--- src/rtl/sysid_info_regs.sv ---
// System-identification register file on an Avalon-MM slave: constant ID/version words,
// a byte-writable scratch word and a 64-bit uptime counter with tear-free hi/lo readout.
module sysid_info_regs #(
    parameter logic [31:0] SYSTEM_ID    = 32'h0000_0000,
    parameter logic [31:0] TIMESTAMP    = 32'h0000_0000,
    parameter logic [31:0] VERSION      = 32'h0001_0000,
    parameter int unsigned CLK_FREQ_HZ  = 50_000_000,
    parameter logic [31:0] SCRATCH_RST  = 32'h0000_0000,
    parameter int unsigned ADDR_W       = 3,
    parameter int unsigned READ_LATENCY = 1
) (
    input  logic              clock_i,
    input  logic              reset_n_i,
    input  logic [ADDR_W-1:0] address_i,
    input  logic              read_i,
    input  logic              write_i,
    input  logic [31:0]       writedata_i,
    input  logic [3:0]        byteenable_i,
    output logic [31:0]       readdata_o,
    output logic              readdatavalid_o
);

    localparam logic [ADDR_W-1:0] A_ID      = ADDR_W'(0);
    localparam logic [ADDR_W-1:0] A_TS      = ADDR_W'(1);
    localparam logic [ADDR_W-1:0] A_VER     = ADDR_W'(2);
    localparam logic [ADDR_W-1:0] A_SCRATCH = ADDR_W'(3);
    localparam logic [ADDR_W-1:0] A_UPLO    = ADDR_W'(4);
    localparam logic [ADDR_W-1:0] A_HISNAP  = ADDR_W'(5);
    localparam logic [ADDR_W-1:0] A_CLKFREQ = ADDR_W'(6);
    localparam logic [ADDR_W-1:0] A_CTRL    = ADDR_W'(7);

    logic [31:0] scratch_q, scratch_d;
    logic [63:0] uptime_q, uptime_d;
    logic [31:0] hi_snap_q, hi_snap_d;
    logic        run_q, run_d;

    logic        rd_acc;
    logic        wr_scratch;
    logic        wr_ctrl;
    logic        clr;
    logic        snap;
    logic [31:0] rdata_mux;

    // A simultaneous write wins; the read is silently dropped.
    assign rd_acc     = read_i & ~write_i;
    assign wr_scratch = write_i & (address_i == A_SCRATCH);
    assign wr_ctrl    = write_i & (address_i == A_CTRL) & byteenable_i[0];
    assign clr        = wr_ctrl & writedata_i[1];
    assign snap       = rd_acc & (address_i == A_UPLO);

    always_comb begin
        scratch_d = scratch_q;
        for (int k = 0; k < 4; k++) begin
            if (wr_scratch && byteenable_i[k])
                scratch_d[8*k +: 8] = writedata_i[8*k +: 8];
        end
    end

    always_comb begin
        run_d     = wr_ctrl ? writedata_i[0] : run_q;
        hi_snap_d = snap ? uptime_q[63:32] : hi_snap_q;
        uptime_d  = uptime_q;
        if (clr)
            uptime_d = '0;
        else if (run_q)
            uptime_d = uptime_q + 64'd1;
    end

    always_comb begin
        rdata_mux = '0;
        case (address_i)
            A_ID:      rdata_mux = SYSTEM_ID;
            A_TS:      rdata_mux = TIMESTAMP;
            A_VER:     rdata_mux = VERSION;
            A_SCRATCH: rdata_mux = scratch_q;
            A_UPLO:    rdata_mux = uptime_q[31:0];
            A_HISNAP:  rdata_mux = hi_snap_q;
            A_CLKFREQ: rdata_mux = 32'(CLK_FREQ_HZ);
            A_CTRL:    rdata_mux = {31'd0, run_q};
            default:   rdata_mux = '0;
        endcase
    end

    always_ff @(posedge clock_i or negedge reset_n_i) begin
        if (!reset_n_i) begin
            scratch_q <= SCRATCH_RST;
            uptime_q  <= '0;
            hi_snap_q <= '0;
            run_q     <= 1'b1;
        end else begin
            scratch_q <= scratch_d;
            uptime_q  <= uptime_d;
            hi_snap_q <= hi_snap_d;
            run_q     <= run_d;
        end
    end

    // Read pipeline: stage 0 samples the register map at the accepting edge.
    // Data stages only load behind a valid, so the last stage holds its value.
    logic [READ_LATENCY-1:0]       vld_pipe_q;
    logic [READ_LATENCY-1:0][31:0] dat_pipe_q;

    always_ff @(posedge clock_i or negedge reset_n_i) begin
        if (!reset_n_i) begin
            vld_pipe_q[0] <= 1'b0;
            dat_pipe_q[0] <= '0;
        end else begin
            vld_pipe_q[0] <= rd_acc;
            if (rd_acc)
                dat_pipe_q[0] <= rdata_mux;
        end
    end

    for (genvar s = 1; s < READ_LATENCY; s++) begin : g_stage
        always_ff @(posedge clock_i or negedge reset_n_i) begin
            if (!reset_n_i) begin
                vld_pipe_q[s] <= 1'b0;
                dat_pipe_q[s] <= '0;
            end else begin
                vld_pipe_q[s] <= vld_pipe_q[s-1];
                if (vld_pipe_q[s-1])
                    dat_pipe_q[s] <= dat_pipe_q[s-1];
            end
        end
    end

    assign readdata_o      = dat_pipe_q[READ_LATENCY-1];
    assign readdatavalid_o = vld_pipe_q[READ_LATENCY-1];

endmodule

--- config.mk ---
export PLATFORM = sky130hd
export DESIGN_NAME = sysid_info_regs
export DESIGN_NICKNAME = d
export VERILOG_FILES = /design/src/rtl/sysid_info_regs.sv
export SDC_FILE = /design/constraint.sdc
export NUM_CORES = 1
export LEC_CHECK = 0
export CAP_MARGIN = 10
export CORE_MARGIN = 3
export CORE_UTILIZATION = 53
export CTS_CLUSTER_DIAMETER = 120
export DETAILED_ROUTE_END_ITERATION = 8
export PLACE_DENSITY = 0.72
export SLEW_MARGIN = 10
export SYNTH_ARGS = -nofsm -noshare
export SYNTH_HDL_FRONTEND = slang
export SYNTH_SLANG_ARGS = --single-unit
--- constraint.sdc ---
create_clock -name clock_i -period 5.2 [get_ports clock_i]
set_input_delay 1.56 -clock clock_i [delete_from_list [all_inputs] [get_ports clock_i]]
set_output_delay 1.56 -clock clock_i [all_outputs]
set_load 0.03 [all_outputs]
[After elaboration in Yosys (flattened, before gate mapping)]
Index checks and enable logic that the tools add are counted.
Operators by class
  add/subtract/negate cells: 1
  equality and inequality tests: 7
  mux-type cells: 3
  bitwise gates (word level): 7
  reduce and logical (&&, ||, !) cells: 7
Operators with widths (number)
  32-bit case mux with 7 select lines: 1
  64-bit 2-to-1 mux: 2
  64-bit by 1-bit adder with 64-bit output, second input constant: 1
  3-bit == test, second input constant: 4
  1-bit AND: 6
  3-bit by 2-bit == test with 1-bit output, second input constant: 2
  1-bit logical AND: 4
  3-bit by 1-bit == test with 1-bit output, second input constant: 1
  3-bit logical NOT: 1
  2-bit nonzero test: 1
  2-bit OR reduction: 1
  1-bit NOT: 1
Word-level totals
  register bits after elaboration: 162
  input bits: 43
  output and inout bits: 33
  word-level logic and storage cells: 34

[Logic depth before layout (Yosys ltp)]
Gate-level depths: netlist of run 1.
  depth after elaboration: 5
  gate-level depth with buffers: 8
  mapped depth without buffers: 6

[Worst setup path after synthesis of run 1]
Ideal clock, no wire load.
  path kind: in2reg
  start: in write_i
  end: reg uptime_q[39]
  setup time: 78 ps
  arrival time: 3195 ps
  required time: 5122 ps
  slack: 1927 ps
  stages on the path: 7
  path buffers: 2
  cell sequence: clkbuf_1 > and4_1 > and3_1 > o21ai_0 > clkbuf_1 > or4b_2 > a21oi_1
Between the ends
  cells in the longest elaborated chain, start to end: 4
  elaborated cells between the ends (all ways): 5
  classes of those cells: mux (1); bitwise (3); reduce/logical (1)
Ends and longest elaborated chain
  start: declaration: RTL line 16  | input logic write_i,
  1-bit AND (*) (2 in a row): RTL line 47  | assign wr_ctrl = write_i & (address_i == A_CTRL) & byteenable_i[0];
  1-bit AND (*): RTL line 48  | assign clr = wr_ctrl & writedata_i[1];
  64-bit 2-to-1 mux / 2-bit nonzero test (equally long branches)
  end signal: assignment: RTL line 92  | uptime_q <= uptime_d;
  end: declaration: RTL line 33  | logic [63:0] uptime_q, uptime_d;
Mark *: on every way between the ends. The rest lies on a longest branch, timed or not.
A chain may end at the register's enable or synchronous reset.

[Worst setup path after layout of run 1]
  start: in address_i[2]
  end: reg uptime_q[52]
Between the ends
  cells in the longest elaborated chain, start to end: 5
  elaborated cells between the ends (all ways): 6
  classes of those cells: eq/ne (1); mux (1); bitwise (3); reduce/logical (1)
Ends and longest elaborated chain
  start: declaration: RTL line 14  | input logic [ADDR_W-1:0] address_i,
  3-bit == test (*): RTL line 47
  1-bit AND (*) (2 in a row): RTL line 47
  1-bit AND (*): RTL line 48
  64-bit 2-to-1 mux / 2-bit nonzero test (equally long branches)
Marked as above.

==> impl_metrics.py, run 1 <==
metrics = {
    "die": {
        "ioPinCount": 76,
        "die_h_um": 128.1,
        "core_area_um2": 14590,
        "rows": 44,
        "die_w_um": 128.1,
        "dieArea_um2": 16410,
        "start_util_pct": 54.18,
    },
    "critical_path": {
        "cp-end-kind": "flop",
        "worst_path_largest_cell_delay_ns": 0.72,
        "path_cells": "clkdlybuf4s50_1, buf_4, and4_1, and3_2, o2111ai_1, or4_1, a21oi_1",
        "required_ns": 5.55,
        "crit_type": "in -> reg",
        "critPathMaxFanout": 20,
        "crit_path_top_delay_cell": "or4_1",
        "cp-start-kind": "primary input",
        "worstPathArrival_ns": 4.46,
    },
    "route": {
        "ant_nets": 0,
        "routedWlPerCell_um": 21.06,
        "vias": 6382,
        "wl_met3_mm": 1.388,
        "top_layer": "met4",
        "first_iter_violations": 620,
        "wl_met2_mm": 10.01,
        "wl_met1_mm": 9.680,
        "route.detailed.drc": 0,
        "drtPass1Iterations": 5,
        "viasPerCell": 6.294,
        "routed_wirelength_mm": 21.35,
    },
    "cts": {
        "cts_resized": 0,
        "clockRootBuffer": "clkbuf_16",
        "cts_tree": "yes",
        "cts_made_buffers": 17,
        "hold_buffers": 0,
        "clockBufferDepth": 2,
        "cts_sinks": 162,
        "cts.htree.levels": 4,
        "cts.clk_slew.worst_paths_ns": 0.07,
        "cts_setup_buffers": 0,
        "clk_latency_ns": 0.43,
    },
    "yosys": {
        "ys.flop_type": "dfrtp_1",
        "ys_types": 44,
        "synth_fp_nets": 798,
        "synthTopCellsByArea": "dfrtp_1 51%, mux2_2 9.3%, a22o_1 3.3%",
        "synth_warnings": 0,
        "synthTopCellsByCount": "161 x dfrtp_1, 65 x mux2_2, 63 x nand2_1",
        "yosys.area.top_type_share_pct": 50.97,
        "syn_area_um2": 7904,
        "ys_seq_area_share_pct": 51.31,
        "syn_inst": 754,
        "synth_top_cell_by_area": "dfrtp_1",
        "synth_seq_cells": 162,
        "synth_edf_count": 0,
        "yosysMostFrequentCell": "dfrtp_1",
        "synth_async_sr_flop_share_pct": 100.0,
        "postSynthAreaPerCell_um2": 10.48,
    },
    "global_routing": {
        "grt_max_degree": 107,
        "grt_pass1_vias": 6210,
        "antenna_found_initial": 0,
        "grt-ovfl-total": 0,
        "grtUsageTotal_pct": 26.82,
        "grt_pass1_wl_mm": 34.20,
    },
    "timing": {
        "hold_slack_ns": 0.4803,
        "timing.final.crit_share_pct": 79.10,
        "max_slew_margin_pct": 26.81,
        "rsz0062_at_grt": "no",
        "finClkSkew_ns": 0.008613,
        "setup_viol": 0,
        "slew_violations": 0,
        "min_period_ns": 4.113,
        "timing.final.ws_setup_ns": 1.087,
        "max_freq_mhz": 243.1,
        "hold_viol": 0,
        "tns_ns": 0,
        "worst_pin_slew_ns": 1.097,
    },
    "power_and_ir_drop": {
        "worst_ir_drop_vdd_mv": 0.2726,
        "cellLeakagePower_nw": 3.922,
        "powerDensity_nw_per_um2": 400.8,
    },
    "final_layout": {
        "fin_nets": 861,
        "fillers": 1142,
        "antenna_cells": 0,
        "area_growth_syn_to_layout_pct": 19.60,
        "drive_above_1_share_pct": 14.58,
    },
    "min_path": {
        "hold_path_class": "reg -> reg",
    },
    "outcome": {
        "outcome": "complete, no violations",
    },
    "place": {
        "pre_cts_ws_ns": 0.7708,
        "routabilityCongestion": 0.9765,
        "place_hpwl_mm": 15.34,
        "io_buffers": 75,
    },
    "job": {
        "maxCapViolations": 0,
    },
}
==> critical path, delay by kind of cell <==
family / cells / cell delay (ns)
compound gates: 2 / 0.73
buf+inv: 2 / 0.71
simple gates: 3 / 1.44
==> layout by cell type, fill, tap and decap left out, types with 3 or more instances in the layout <==
cell / Yosys / layout
nor2_1: 49 / 49
dfrtp_1: 161 / 161
o21ai_0: 51 / 51
nor4_1: 9 / 8
xnor2_1: 11 / 11
and4_1: 9 / 9
or3_1: 18 / 18
nand4_1: 36 / 36
mux2_2: 65 / 65
a22oi_1: 12 / 12
nor3_1: 10 / 9
bufinv_16: 0 / 3
and3_1: 13 / 12
a22o_1: 30 / 30
a21o_1: 12 / 12
clkdlybuf4s50_1: 0 / 74
nand3_1: 31 / 31
o31ai_1: 14 / 14
or4_1: 13 / 13
a21oi_1: 31 / 31
clkbuf_8: 0 / 4
nor2b_1: 3 / 3
mux2i_1: 21 / 21
buf_4: 0 / 13
clkinvlp_4: 0 / 3
inv_1: 6 / 6
nand2_1: 63 / 63
xor2_1: 20 / 20
clkbuf_16: 0 / 17
==> kinds of logic after synthesis <==
logic type,count (synthesis),share of synthesized area [%]
buffers and inverters,50,2.470
multiplexers,86,11.92
AO/OA/AOI/OAI,157,12.90
flip-flops,162,51.31
AND/OR/NAND/NOR,267,17.81
adder cells (fa/ha/maj),1,0.1583
XOR/XNOR,31,3.435
==> flip-flops by register name, summed over array words and instances (netlist names) <==
name / cells
uptime_q: 64
hi_snap_q: 32
readdata_o: 32
scratch_q: 32
readdatavalid_o: 1
run_q: 1
==> per-stage QoR <==
| stage | area, um2 | cells | power [mW] | utilization (%) |
|---|---|---|---|---|
| 2_1_floorplan | 7904 | 754 | 2.165 | - |
| 3_3_place_gp | 8823 | 982 | 2.449 | 60.48 |
| 3_5_place_dp | 8823 | 982 | 2.477 | 60.48 |
| 4_1_cts | 9453 | 1014 | 3.804 | 64.79 |
| 5_1_grt | 9453 | 1014 | 3.966 | 64.79 |
| 6_report | 9453 | 1014 | 3.789 | 64.79 |
==> path summary, 6_finish.rpt <==
path / slack, ns / endpoint / cells past startpoint / start
max: 1.09 / uptime_q[52] / 7 / address_i[2]
min: 0.48 / readdata_o[25] / 2 / readdata_o[25]
max reg2reg: 2.33 / uptime_q[52] / 5 / uptime_q[21]
min reg2reg: 0.48 / readdata_o[25] / 2 / readdata_o[25]
max in group asynchronous: 2.93 / scratch_q[27] / 2 / reset_n_i
min in group asynchronous: 1.26 / readdata_o[21] / 1 / reset_n_i
==> power by group <==
part           internal (mW)  switching [mW]
registers               1.51           0.280
logic                  0.331           0.348
clock network          0.809           0.513
==> cell type report <==
| class | instances | area (um2) | share of cell area [%] |
|---|---|---|---|
| flip-flops and latches | 162 | 4055 | 42.90 |
| inverters | 6 | 22.52 | 0.2383 |
| clock inverters | 11 | 148.9 | 1.575 |
| multi-input cells | 542 | 3666 | 38.78 |
| clock buffers | 21 | 480.5 | 5.083 |
| well taps | 184 | 230.2 | 2.435 |
| repair buffers | 88 | 849.6 | 8.987 |
==> per-layer routing <==
layer  GRT usage, %  up-vias
met5              0        -
met2          41.31      241
met4          6.804        0
li1               -     2918
met1          38.91     3198
met3          5.792       25
Power figures use the tool's default switching activity.
==> run 2, diff against run 1 <==
- clock period: 5.2 -> 4.1 ns (I/O delays scaled with it)
==> run 2 against run 1 <==
Compared with the run above:
- register-to-register slack got worse by 0.97 ns
- combinational power increased by 29%
- clock skew increased by 0.00098 ns
- worst hold slack improved by 0.0093 ns
- design area decreased by 0.12%
- total power increased by 23%
- clock power increased by 15%
- critical path depth decreased by 1
==> impl_metrics.py, run 2 (same netlist as run 1, synthesis figures left out) <==
metrics = {
    "outcome": {
        "outcome": "complete, no violations",
    },
    "place": {
        "io_buffers": 75,
        "routabilityCongestion": 0.9885,
        "placed_area_um2": 8874,
        "place_hpwl_mm": 15.59,
        "dpl.cell_count": 987,
    },
    "timing": {
        "timing.final.crit_share_pct": 80.20,
        "setup_viol": 0,
        "hold_slack_ns": 0.4896,
        "rsz0062_at_grt": "no",
        "min_period_ns": 3.288,
        "finClkSkew_ns": 0.009591,
        "worst_pin_slew_ns": 0.8714,
        "hold_viol": 0,
        "slew_violations": 0,
        "max_freq_mhz": 304.1,
        "max_slew_margin_pct": 41.79,
        "tns_ns": 0,
    },
    "final_layout": {
        "area_growth_syn_to_layout_pct": 19.46,
        "largest_reg_flops": 64,
        "final_cell_area_um2": 9442,
        "antenna_cells": 0,
        "drive_above_1_share_pct": 14.85,
        "fillers": 1139,
        "fin_cells": 1019,
        "top_register": "uptime_q",
        "register_area_um2": 4055,
        "final_common_cell": "dfrtp_1",
        "most-common-layout-cells": "161 x dfrtp_1, 74 x clkdlybuf4s50_1, 65 x mux2_2",
        "fin_nets": 866,
        "multi_input_area_um2": 3666,
    },
    "global_routing": {
        "grt_pass1_vias": 6193,
        "grt-ovfl-total": 0,
        "grt_pass1_wl_mm": 34.42,
        "antenna_found_initial": 0,
        "grt_max_degree": 85,
        "grtUsageTotal_pct": 26.99,
    },
    "cts": {
        "cts.clk_slew.worst_paths_ns": 0.06,
        "cts_resized": 0,
        "cts_tree": "yes",
        "clockBufferDepth": 2,
        "clockRootBuffer": "clkbuf_16",
        "clk_latency_ns": 0.42,
        "cts_setup_buffers": 0,
        "cts_made_buffers": 17,
        "cts_sinks": 162,
        "hold_buffers": 0,
        "cts.htree.levels": 4,
    },
    "route": {
        "first_iter_violations": 682,
        "vias": 6468,
        "route.detailed.drc": 0,
        "ant_nets": 0,
        "routed_wirelength_mm": 21.83,
        "drtPass1Iterations": 5,
        "viasPerCell": 6.347,
        "routedWlPerCell_um": 21.42,
    },
    "critical_path": {
        "crit_type": "in -> reg",
        "path_cells": "clkdlybuf4s50_1, buf_4, nor2b_1, and2_1, nand3_1, mux2_2",
        "required_ns": 4.40,
        "cp-end-kind": "flop",
        "worstPathArrival_ns": 3.59,
        "r2r_cells": 5,
        "cp-start-kind": "primary input",
        "crit_path_top_delay_cell": "clkdlybuf4s50_1",
        "critPathMaxFanout": 28,
        "worst_path_largest_cell_delay_ns": 0.50,
    },
    "die": {
        "rows": 44,
        "die_h_um": 128.1,
        "start_util_pct": 54.18,
        "die_w_um": 128.1,
        "ioPinCount": 76,
        "core_area_um2": 14590,
        "dieArea_um2": 16410,
    },
    "power_and_ir_drop": {
        "cellLeakagePower_nw": 3.918,
        "worst_ir_drop_vdd_mv": 0.3430,
        "p_total_mw": 4.674,
        "powerDensity_nw_per_um2": 495.0,
    },
    "job": {
        "maxCapViolations": 0,
    },
    "min_path": {
        "holdPathStages": 2,
        "hold_path_class": "reg -> reg",
    },
}
## run 2: cell type report
| class | instances | area share (%) |
|---|---|---|
| flip-flops and latches | 162 | 42.95 |
| multi-input cells | 542 | 38.83 |
| repair buffers | 93 | 9.528 |
| clock buffers | 23 | 5.168 |
| well taps | 184 | 2.438 |
| clock inverters | 9 | 0.8481 |
| inverters | 6 | 0.2385 |
## run 2: critical path, delay by kind of cell
| family | cells | cell delay (ns) |
|---|---|---|
| buf+inv | 2 | 0.90 |
| simple gates | 3 | 1.03 |
| mux | 1 | 0.41 |
## run 2: final timing paths
kind / startpoint / endpoint / slack [ns]
setup reg to reg: uptime_q[41] / uptime_q[57] / 1.36
min in group asynchronous: reset_n_i / readdatavalid_o / 0.72
hold / removal: readdata_o[22] / readdata_o[22] / 0.49
setup / recovery: address_i[0] / scratch_q[19] / 0.81
hold reg to reg: readdata_o[22] / readdata_o[22] / 0.49
max in group asynchronous: reset_n_i / uptime_q[34] / 2.51
## run 2: power breakdown
| part | internal (mW) | switching, mW |
|---|---|---|
| Sequential | 1.91 | 0.362 |
| Clock | 0.896 | 0.627 |
| Combinational | 0.426 | 0.451 |
## run 2: per-layer routing
layer	up-vias	part of all wire (%)	track usage, %
met3	30	7.6	6.458
met4	0	2.2	8.365
li1	2928	-	-
met5	-	0	0
met1	3246	43	37.85
met2	264	47	41.84
## run 2: metrics by stage
stage / worst slack [ns] / utilization, %
finish: 0.8117 / 64.72
global route: 0.7286 / 64.72
CTS: 0.8359 / 64.72
detailed placement: 0.3567 / 60.82
global placement: 0.5082 / 60.82
floorplan: 1.157 / -
==> run 3, diff against run 2 <==
- clock period: 4.1 -> 3.25 ns (I/O delays scaled with it)
==> run 3 against run 2 <==
Compared with the run above:
- flip-flop and latch count did not move
- worst hold slack lost 0.0079 ns
- global-route usage rose by 0.37 points
- register-to-register slack lost 0.63 ns
- clock skew fell by 0.0031 ns
- combinational power increased by 27%
- design area rose by 0.99%
- critical path type unchanged
- total power increased by 28%
- largest cell class unchanged
- core utilization is 0.64 points higher
- sequential share of layout area down 0.42 points
==> impl_metrics.py, run 3 (same netlist as run 1, synthesis figures left out) <==
metrics = {
    "critical_path": {
        "crit_type": "in -> reg",
        "worst_path_largest_cell_delay_ns": 0.51,
        "worstPathArrival_ns": 2.98,
        "cp-end-kind": "flop",
        "critPathMaxFanout": 15,
        "startpoint": "address_i[2]",
        "path_cells": "clkdlybuf4s50_1, and4_1, and3_2, o2111ai_1, buf_4, or4_1, a21oi_1",
        "cp-start-kind": "primary input",
        "r2r_start": "uptime_q[10]",
        "required_ns": 3.61,
        "crit_path_top_delay_cell": "clkdlybuf4s50_1",
    },
    "route": {
        "viasPerCell": 6.346,
        "routed_wirelength_mm": 21.86,
        "vias": 6517,
        "drtPass1Iterations": 5,
        "routedWlPerCell_um": 21.28,
        "ant_nets": 0,
        "first_iter_violations": 491,
        "route.detailed.drc": 0,
    },
    "final_layout": {
        "most-common-layout-cells": "161 x dfrtp_1, 74 x clkdlybuf4s50_1, 65 x mux2_2",
        "drive_above_1_share_pct": 15.66,
        "final_common_cell": "dfrtp_1",
        "fillers": 1131,
        "multi_input_area_um2": 3666,
        "largest_reg_flops": 64,
        "top_register": "uptime_q",
        "register_area_um2": 4055,
        "area_growth_syn_to_layout_pct": 20.64,
        "fin_nets": 874,
        "antenna_cells": 0,
    },
    "die": {
        "die_w_um": 128.1,
        "die_h_um": 128.1,
        "rows": 44,
        "core_area_um2": 14590,
        "start_util_pct": 54.18,
        "dieArea_um2": 16410,
        "ioPinCount": 76,
    },
    "timing": {
        "slew_violations": 0,
        "setup_viol": 0,
        "max_freq_mhz": 380.5,
        "max_slew_margin_pct": 37.76,
        "rsz0062_at_grt": "no",
        "hold_viol": 0,
        "worst_pin_slew_ns": 0.9317,
        "min_period_ns": 2.628,
        "tns_ns": 0,
        "finClkSkew_ns": 0.006507,
        "timing.final.crit_share_pct": 80.87,
    },
    "place": {
        "io_buffers": 75,
        "routabilityCongestion": 1.006,
        "place_hpwl_mm": 15.87,
    },
    "outcome": {
        "outcome": "complete, no violations",
    },
    "global_routing": {
        "antenna_found_initial": 0,
        "grt_pass1_wl_mm": 34.79,
        "grt_max_degree": 71,
        "grt_pass1_vias": 6357,
        "grtUsageTotal_pct": 27.37,
        "grt-ovfl-total": 0,
    },
    "power_and_ir_drop": {
        "powerDensity_nw_per_um2": 627.0,
        "switchingPower_mw": 1.850,
        "switching_share_pct": 30.95,
        "p_total_mw": 5.979,
        "cellLeakagePower_nw": 3.962,
        "internal_power_mw": 4.128,
        "p_clk_share_pct": 33.5,
        "comb_power_share_pct": 18.6,
        "p_seq_share_pct": 47.9,
        "worst_ir_drop_vdd_mv": 0.4226,
    },
    "cts": {
        "clk_latency_ns": 0.43,
        "cts_sinks": 162,
        "cts.htree.levels": 4,
        "clockRootBuffer": "clkbuf_16",
        "cts_tree": "yes",
        "cts_made_buffers": 17,
        "cts.clk_slew.worst_paths_ns": 0.07,
        "hold_buffers": 0,
        "cts_setup_buffers": 0,
        "clockBufferDepth": 2,
        "cts_resized": 0,
    },
    "min_path": {
        "worstHoldStart": "readdata_o[17]",
        "hold_path_class": "reg -> reg",
    },
    "job": {
        "maxCapViolations": 0,
    },
}
[run 3: metrics by stage]
stage | worst slack (ns) | utilization [%] | instances | hold slack, ns | instance area [um2]
CTS | 0.6416 | 65.36 | 1027 | 0.4881 | 9535
global placement | 0.2186 | 61.32 | 995 | 0.4672 | 8946
finish | 0.6217 | 65.36 | 1027 | 0.4817 | 9535
detailed placement | 0.2002 | 61.32 | 995 | 0.4740 | 8946
global route | 0.4980 | 65.36 | 1027 | 0.5032 | 9535
floorplan | 0.5621 | - | 754 | 0.4739 | 7904
[run 3: area by class of cell]
| cell class | instances | share of cell area [%] |
|---|---|---|
| Tap cell | 184 | 2.414 |
| Clock inverter | 11 | 1.352 |
| Inverter | 6 | 0.2362 |
| Timing Repair Buffer | 101 | 10.20 |
| Multi-Input combinational cell | 542 | 38.45 |
| Sequential cell | 162 | 42.53 |
| Clock buffer | 21 | 4.829 |
[run 3: metal layers]
metal	part of all wire [%]	wire, um	global-route usage (%)	up-vias
li1	-	-	-	2940
met1	44	9574	38.39	3254
met2	47	10270	42.58	282
met3	7.3	1594	6.042	41
met4	1.9	415	8.677	0
met5	0	0	0.9288	-
[run 3: worst paths after layout]
check / endpoint / slack [ns] / cells past startpoint
worst max-delay path: uptime_q[46] / 0.62 / 7
worst min-delay path: readdata_o[17] / 0.48 / 2
worst max register to register: uptime_q[57] / 0.73 / 5
worst min register to register: readdata_o[17] / 0.48 / 2
max in group asynchronous: uptime_q[36] / 1.92 / 2
min in group asynchronous: readdata_o[21] / 0.55 / 1
[run 3: power by group through the flow]
stage / Clock, mW / Combinational, mW / Sequential, mW
2_1_floorplan: 0 / 0.653 / 2.81
3_3_place_gp: 0 / 1.08 / 2.86
3_5_place_dp: 0 / 1.11 / 2.88
4_1_cts: 2.03 / 1.12 / 2.85
5_1_grt: 2.10 / 1.23 / 2.92
6_report: 2.00 / 1.11 / 2.86
[run 3: critical path, delay by kind of cell]
family	cells	cell delay, ns
AOI/OAI and AO/OA	2	0.30
buffers and inverters	2	0.75
and+or+nand+nor	3	0.96
